### src/rtl/reg_file_sb_if.sv
// reg_file_sb bus: read ports, write port, issue port and scoreboard flags.
// Master drives addresses/commands; slave (the register file) returns data and busy.
interface reg_file_sb_if #(
    parameter int WIDTH  = 32,
    parameter int ADDR_W = 5
);
    logic [ADDR_W-1:0] rs_addr;
    logic [ADDR_W-1:0] rt_addr;
    logic [WIDTH-1:0]  rs_data;
    logic [WIDTH-1:0]  rt_data;
    logic              rs_busy;
    logic              rt_busy;
    logic              we;
    logic [ADDR_W-1:0] wr_addr;
    logic [WIDTH-1:0]  wr_data;
    logic              issue_en;
    logic [ADDR_W-1:0] issue_addr;
    logic              busy_any;

    modport master (
        output rs_addr, rt_addr,
        output we, wr_addr, wr_data,
        output issue_en, issue_addr,
        input  rs_data, rt_data,
        input  rs_busy, rt_busy,
        input  busy_any
    );

    modport slave (
        input  rs_addr, rt_addr,
        input  we, wr_addr, wr_data,
        input  issue_en, issue_addr,
        output rs_data, rt_data,
        output rs_busy, rt_busy,
        output busy_any
    );
endinterface

### src/rtl/reg_file_sb.sv
// Register file with per-register pending-write scoreboard (2R/1W).
// Optional same-cycle write-to-read bypass: define REGFILE_WRITE_BYPASS_EN.
module reg_file_sb #(
    parameter int WIDTH    = 32,
    parameter int DEPTH    = 32,
    parameter int ADDR_W   = 5,
    parameter bit ZERO_REG = 1'b1
) (
    input  logic         clk,
    input  logic         reset,
    reg_file_sb_if.slave bus
);
    typedef enum logic {
        IDLE    = 1'b0,
        PENDING = 1'b1
    } sb_state_t;

    logic [WIDTH-1:0] rd_arr [DEPTH];
    logic [DEPTH-1:0] busy;

    for (genvar i = 0; i < DEPTH; i++) begin : g_reg
        if (ZERO_REG && (i == 0)) begin : g_zero
            assign rd_arr[i] = '0;
            assign busy[i]   = 1'b0;
        end else begin : g_live
            logic [WIDTH-1:0] data_q;
            sb_state_t        state_q;
            sb_state_t        state_d;
            logic             wr_hit;
            logic             iss_hit;

            assign wr_hit  = bus.we
                && (bus.wr_addr == ADDR_W'(i));
            assign iss_hit = bus.issue_en
                && (bus.issue_addr == ADDR_W'(i));

            // Data bits: load on a write hit, otherwise hold.
            always_ff @(posedge clk or posedge reset) begin
                if (reset) begin
                    data_q <= '0;
                end else if (wr_hit) begin
                    data_q <= bus.wr_data;
                end
            end

            // Scoreboard state register for this destination.
            always_ff @(posedge clk or posedge reset) begin
                if (reset) begin
                    state_q <= IDLE;
                end else begin
                    state_q <= state_d;
                end
            end

            // Issue marks pending; a writeback clears it unless re-issued.
            always_comb begin
                state_d = state_q;
                unique case (state_q)
                    IDLE: begin
                        if (iss_hit) begin
                            state_d = PENDING;
                        end
                    end
                    PENDING: begin
                        if (wr_hit && !iss_hit) begin
                            state_d = IDLE;
                        end
                    end
                    default: state_d = IDLE;
                endcase
            end

            assign rd_arr[i] = data_q;
            assign busy[i]   = (state_q == PENDING);
        end
    end

    assign bus.busy_any = |busy;

`ifdef REGFILE_WRITE_BYPASS_EN
    logic rs_zero;
    logic rt_zero;
    logic rs_byp;
    logic rt_byp;

    assign rs_zero = ZERO_REG && (bus.rs_addr == '0);
    assign rt_zero = ZERO_REG && (bus.rt_addr == '0);

    // Reset wins over the bypass so outputs read zero while it is held.
    assign rs_byp = !reset && bus.we && !rs_zero
        && (bus.wr_addr == bus.rs_addr);
    assign rt_byp = !reset && bus.we && !rt_zero
        && (bus.wr_addr == bus.rt_addr);

    // Port A: in-flight write data wins over stored data.
    always_comb begin
        bus.rs_data = rd_arr[bus.rs_addr];
        bus.rs_busy = busy[bus.rs_addr];
        if (rs_byp) begin
            bus.rs_data = bus.wr_data;
            bus.rs_busy = bus.issue_en
                && (bus.issue_addr == bus.rs_addr);
        end
    end

    // Port B: in-flight write data wins over stored data.
    always_comb begin
        bus.rt_data = rd_arr[bus.rt_addr];
        bus.rt_busy = busy[bus.rt_addr];
        if (rt_byp) begin
            bus.rt_data = bus.wr_data;
            bus.rt_busy = bus.issue_en
                && (bus.issue_addr == bus.rt_addr);
        end
    end
`else
    // Port A: stored data and flag only.
    always_comb begin
        bus.rs_data = rd_arr[bus.rs_addr];
        bus.rs_busy = busy[bus.rs_addr];
    end

    // Port B: stored data and flag only.
    always_comb begin
        bus.rt_data = rd_arr[bus.rt_addr];
        bus.rt_busy = busy[bus.rt_addr];
    end
`endif
endmodule

### src/flat_wrapper.sv
// flat-port wrapper written by rule: the top's interface ports become plain ports
module reg_file_sb_flat 
#(
    parameter int WIDTH    = 32,
    parameter int DEPTH    = 32,
    parameter int ADDR_W   = 5,
    parameter bit ZERO_REG = 1'b1
)
  (clk, reset, bus_rs_addr, bus_rt_addr, bus_we, bus_wr_addr, bus_wr_data, bus_issue_en, bus_issue_addr, bus_rs_data, bus_rt_data, bus_rs_busy, bus_rt_busy, bus_busy_any);
  reg_file_sb_if #(.WIDTH(WIDTH), .ADDR_W(ADDR_W)) bus_i ();
  input  logic clk;
  input  logic reset;
  input wire logic [$bits(bus_i.rs_addr)-1:0] bus_rs_addr;
  input wire logic [$bits(bus_i.rt_addr)-1:0] bus_rt_addr;
  input wire logic [$bits(bus_i.we)-1:0] bus_we;
  input wire logic [$bits(bus_i.wr_addr)-1:0] bus_wr_addr;
  input wire logic [$bits(bus_i.wr_data)-1:0] bus_wr_data;
  input wire logic [$bits(bus_i.issue_en)-1:0] bus_issue_en;
  input wire logic [$bits(bus_i.issue_addr)-1:0] bus_issue_addr;
  output wire logic [$bits(bus_i.rs_data)-1:0] bus_rs_data;
  output wire logic [$bits(bus_i.rt_data)-1:0] bus_rt_data;
  output wire logic [$bits(bus_i.rs_busy)-1:0] bus_rs_busy;
  output wire logic [$bits(bus_i.rt_busy)-1:0] bus_rt_busy;
  output wire logic [$bits(bus_i.busy_any)-1:0] bus_busy_any;
  assign bus_i.rs_addr = bus_rs_addr;
  assign bus_i.rt_addr = bus_rt_addr;
  assign bus_i.we = bus_we;
  assign bus_i.wr_addr = bus_wr_addr;
  assign bus_i.wr_data = bus_wr_data;
  assign bus_i.issue_en = bus_issue_en;
  assign bus_i.issue_addr = bus_issue_addr;
  assign bus_rs_data = bus_i.rs_data;
  assign bus_rt_data = bus_i.rt_data;
  assign bus_rs_busy = bus_i.rs_busy;
  assign bus_rt_busy = bus_i.rt_busy;
  assign bus_busy_any = bus_i.busy_any;
  reg_file_sb #(.WIDTH(WIDTH), .DEPTH(DEPTH), .ADDR_W(ADDR_W), .ZERO_REG(ZERO_REG)) u_core (.clk(clk), .reset(reset), .bus(bus_i));
endmodule
### config.mk
export PLATFORM = sky130hd
export DESIGN_NAME = reg_file_sb_flat
export DESIGN_NICKNAME = d
export VERILOG_FILES = /design/src/rtl/reg_file_sb_if.sv /design/src/rtl/reg_file_sb.sv /design/src/flat_wrapper.sv
export SDC_FILE = /design/constraint.sdc
export NUM_CORES = 2
export LEC_CHECK = 0
export CORE_MARGIN = 1
export CORE_UTILIZATION = 50
export DETAILED_ROUTE_END_ITERATION = 6
export GPL_TIMING_DRIVEN = 1
export PLACE_DENSITY = 0.68
export SLEW_MARGIN = 20
export SYNTH_ARGS = -nofsm -noshare
export SYNTH_HDL_FRONTEND = slang
export SYNTH_SLANG_ARGS = --single-unit
### constraint.sdc
create_clock -name clk -period 89.7 [get_ports clk]
set_clock_uncertainty 0.15 [all_clocks]
set_input_delay 17.94 -clock clk [delete_from_list [all_inputs] [get_ports clk]]
set_output_delay 17.94 -clock clk [all_outputs]
set_load 0.01 [all_outputs]
# Word level (Yosys, flattened, before mapping)
# Index checks and enable logic that the tools add are counted.
# totals
memories	0
reg_bits	1023
latch_bits	0
in_bits	56
output_inout_bits	67
ramBits	0
rom_bits	0
# op_classes
div	0
n_lt_le_gt_ge	4
muxes	103
reduce_logical	125
mul	0
n_shift	0
bitwise_logic	33
add_sub_neg	0
eq_ne	62
# op_table
operator	count
32-bit binary-select mux with 5-bit select	2
5-bit == test (second input constant)	32
32-bit two-way mux	4
1-bit logical AND	93
5-bit by 4-bit == test with 1-bit output (second input constant)	16
1-bit two-way mux	64
1-bit one-hot mux with 2 select lines	31
5-bit by 3-bit == test with 1-bit output (second input constant)	8
1-bit logical NOT	31
1-bit inverter	31
31-bit OR reduction	1
5-bit by 2-bit == test with 1-bit output (second input constant)	4
6-bit >= comparator (second input constant)	2
5-bit by 6-bit less-than comparator with 1-bit output (second input constant)	2
5-bit inverter with 6-bit output	2
1-bit binary-select mux with 5-bit select	2
5-bit by 1-bit == test with 1-bit output (second input constant)	2

# Depth between registers and ports, before layout
# logic_depth
ltp_word	6
ltp_mapped	8
ltp_nobuf	4

# Worst setup path after synthesis
# No wires, ideal clock.
# synth_path
path_kind	input port to output port
start	input bus_rs_addr[1]
end	output bus_rs_data[0]
slack_ns	52.220
path_stages	7
t_arrival_ns	19.390
path_buffers	3
path_cell_list	buf_2 buf_2 clkbuf_1 mux4_2 a22o_1 o21ai_1 o31ai_1
# synth_between
elab_chain_len	4
# synth_lines
element	line_no	source
from (decl)	flat_wrapper.sv:13	input wire logic [$bits(bus_i.rs_addr)-1:0] bus_rs_addr;
5-bit inverter with 6-bit output (not written as such)	reg_file_sb.sv:119	bus.rs_data = rd_arr[bus.rs_addr];
32-bit binary-select mux with 5-bit select	reg_file_sb.sv:119	
32-bit two-way mux (not written as such) (2 in series)	reg_file_sb.sv:119	
to (decl)	flat_wrapper.sv:20	output wire logic [$bits(bus_i.rs_data)-1:0] bus_rs_data;
# No other way between the ends. The select of a mux whose other input is x is not followed.

# Final worst setup path
# layout_path
start	input bus_rs_addr[1]
end	output bus_rs_data[31]
# Same word-level chain as after synthesis.

==> results.sh <==
export IMPL_outcome="completed"
export IMPL_total_number_of_vias=35900
export IMPL_min_path_type="reg2reg"
export IMPL_finalWirelength_um=170000
export IMPL_timing_hold_violations_final=0
export IMPL_first_pass_iters=5
export IMPL_synth_edff_count=0
export IMPL_grt_max_degree=182
export IMPL_summed_instance_area_of_the_synthesized_netlist_um2=55100
export IMPL_synth_largest_type_area_fraction_pct=46.5
export IMPL_layout_setup_ws_ns=49.24
export IMPL_whs_ns=0.354
export IMPL_slew_headroom_pct=24.1
export IMPL_floorplan_rows=121
export IMPL_area_growth_syn_to_layout_pct=10.3
export IMPL_cts_max_level=3
export IMPL_synth_area_top_cells="sky130_fd_sc_hd__dfrtp_1 46%, sky130_fd_sc_hd__mux2_2 20%, sky130_fd_sc_hd__mux4_2 16%, sky130_fd_sc_hd__a22o_1 3.3%, sky130_fd_sc_hd__mux2i_1 3.0%"
export IMPL_total_design_power_uw=1410
export IMPL_post_synth_top_count_cell="sky130_fd_sc_hd__dfrtp_1"
export IMPL_cellLeakagePower_uw=0.0262
export IMPL_grt_pass1_vias=37100
export IMPL_syn_instance_count=3801
export IMPL_post_detailed_route_wirelength_per_cell_um=32.7
export IMPL_required_ns=71.61
export IMPL_wire_length_of_the_first_global_routing_pass_um=254000
export IMPL_grt_usage_pct=30.8
export IMPL_design_core_area_um2=109000
export IMPL_via_per_inst=6.90
export IMPL_cts_post_setup_buffers_inserted=0
export IMPL_seq_cells_post_synth=1023
export IMPL_dieWidth_um=334
export IMPL_ys_dominant_reg_cell="sky130_fd_sc_hd__dfrtp_1"
export IMPL_sequential_to_total_area_share_from_yosys_stat_pct=46.5
export IMPL_timing_setup_tns_ns=0
export IMPL_powerDensity_nw_per_um2=23.1
export IMPL_worst_ep_arrival_time_ns=22.37
export IMPL_worst_skew_pair_latency_ns=0.68
export IMPL_final_layout_size_suffix_gt1_share_pct=45.4
export IMPL_nFillCells=8777
export IMPL_timing_fmax_ghz=0.0247
export IMPL_final_cells=5199
export IMPL_startpoint_type="primary input"
export IMPL_timing_final_crit_share_pct=45.1
export IMPL_max_cap_viol_count=0
export IMPL_cts_hold_buf=0
export IMPL_setup_violations=0
export IMPL_avgSynthCellArea_um2=14.5
export IMPL_detailedPlace_worstSlack_ns=49.29
export IMPL_async_flop_share_pct=100
export IMPL_initial_utilization_pct=50.6
export IMPL_gr_total_overflow=0
export IMPL_worst_path_max_fanout=84
export IMPL_dp_cells=4988
export IMPL_place_gp_congestion=0.833
export IMPL_detailedRoute_firstIterationViolations=3602
export IMPL_multiInputGateArea_um2=27600
export IMPL_period_needed_ns=40.46
export IMPL_nNetsFinal=3744
export IMPL_worst_setup_path_end_kind="output pin"
export IMPL_yosysUniqueCellTypes=38
export IMPL_hpwl_um=92400
export IMPL_seqCellArea_um2=25600
export IMPL_worst_setup_path_type="in2out"
export IMPL_io_pins=123
export IMPL_die_h_um=334
export IMPL_ir_drop_mv=0.0157
export IMPL_yosys_top_cells_count="1023 x sky130_fd_sc_hd__dfrtp_1, 1000 x sky130_fd_sc_hd__mux2_2, 396 x sky130_fd_sc_hd__mux4_2"
export IMPL_post_cts_resize_count=0
export IMPL_numClockSinks=1023
export IMPL_tightestPinTransition_ns=1.14
export IMPL_cts_tree="done"
export IMPL_grt_setup_unrepaired="no"
export IMPL_timing_final_max_slew_violations=0
export IMPL_synth_nets=3857
export IMPL_clock_path_buffers=3
export IMPL_die_area_um2=112000
export IMPL_port_buffers=122
export IMPL_cts_reportedPaths_clkPinSlew_ns=0.06
export IMPL_antenna_found_initial=4
export IMPL_numCtsBuffers=111
export IMPL_most_area_hungry_cell_type_in_the_yosys_netlist="sky130_fd_sc_hd__dfrtp_1"
export IMPL_drc_errors=0
export IMPL_antenna_violating_nets_left=0
export IMPL_synth_yosys_warnings=0
export IMPL_clk_root_buffer_cell="sky130_fd_sc_hd__clkbuf_16"
==> logic make-up after synthesis <==
| kind of cell | count (synthesis) | synth area share, % |
|---|---|---|
| simple gates | 226 | 2.16 |
| mux | 1619 | 40.8 |
| buf+inv | 437 | 3.86 |
| compound gates | 496 | 6.73 |
| flops | 1023 | 46.5 |
==> routing by layer <==
layer	part of all wire, %	global-route usage [%]	up-vias
li1	-	-	14500
met1	41	42.1	19300
met2	46	47.4	1639
met3	8.7	7.25	416
met4	4.2	12.8	8
met5	0.032	0	-
==> state kept, by name (all words and copies together) (netlist names) <==
signal / cells
u_core.g.g_live.state_q: 31
u_core.g.g_live.data_q: 992
==> report_power, final <==
group	switching (uW)	internal, uW	leakage [uW]
logic	115	172	0.0112
clock network	197	300	0.00194
registers	69.0	553	0.0130
==> stage by stage <==
stage	utilization [%]	instance area, um^2
floorplan	-	55100
global placement	52.2	56900
detailed placement	52.2	56900
CTS	55.8	60800
global route	55.8	60800
finish	55.8	60800
==> worst max-delay path: stages <==
cell                              delay, ns
sky130_fd_sc_hd__buf_8                 0.61
sky130_fd_sc_hd__buf_4                 0.67
sky130_fd_sc_hd__buf_4                 1.00
sky130_fd_sc_hd__mux4_2                0.38
sky130_fd_sc_hd__nand2_1               0.06
sky130_fd_sc_hd__and3_1                0.22
sky130_fd_sc_hd__o31ai_1               0.72
sky130_fd_sc_hd__clkdlybuf4s50_1       0.69
==> final timing paths <==
kind                                                               start                                              to  slack (ns)  cells past startpoint
min in group asynchronous                                          reset    u_core.g_reg[8].g_live.data_q[0]$_DFFE_PP0P_       17.59                      2
min                        u_core.g_reg[14].g_live.data_q[0]$_DFFE_PP0P_   u_core.g_reg[14].g_live.data_q[0]$_DFFE_PP0P_        0.35                      1
min reg2reg                u_core.g_reg[14].g_live.data_q[0]$_DFFE_PP0P_   u_core.g_reg[14].g_live.data_q[0]$_DFFE_PP0P_        0.35                      1
max                                                       bus_rs_addr[1]                                 bus_rs_data[31]       49.24                      8
max reg2reg                u_core.g_reg[2].g_live.data_q[26]$_DFFE_PP0P_   u_core.g_reg[2].g_live.data_q[26]$_DFFE_PP0P_       88.73                      1
max in group asynchronous                                          reset  u_core.g_reg[11].g_live.data_q[15]$_DFFE_PP0P_       69.32                      4
==> final cells by class <==
| type | instances | share of cell area [%] |
|---|---|---|
| inverters | 17 | 0.121 |
| well taps | 1414 | 2.91 |
| flip-flops and latches | 1023 | 42.1 |
| repair buffers | 194 | 2.94 |
| diodes | 2 | 0.00823 |
| clock inverters | 45 | 1.12 |
| clock buffers | 163 | 5.38 |
| multi-input cells | 2341 | 45.4 |
==> placed cells by master (no fill, tap or decap), drive strengths merged, types with 38 or more instances in the layout <==
cell type / synthesis / final
mux2: 1058 / 1058
dfrtp: 1023 / 1023
mux4: 396 / 396
a22o: 209 / 209
mux2i: 165 / 165
clkbuf: 211 / 163
clkdlybuf4s50: 0 / 104
buf: 209 / 90
nand2: 86 / 86
o22ai: 75 / 75
o21ai: 75 / 75
o31ai: 68 / 68
a211oi: 66 / 66
and2: 38 / 38
Note: power is estimated with default switching activity, not from simulation.
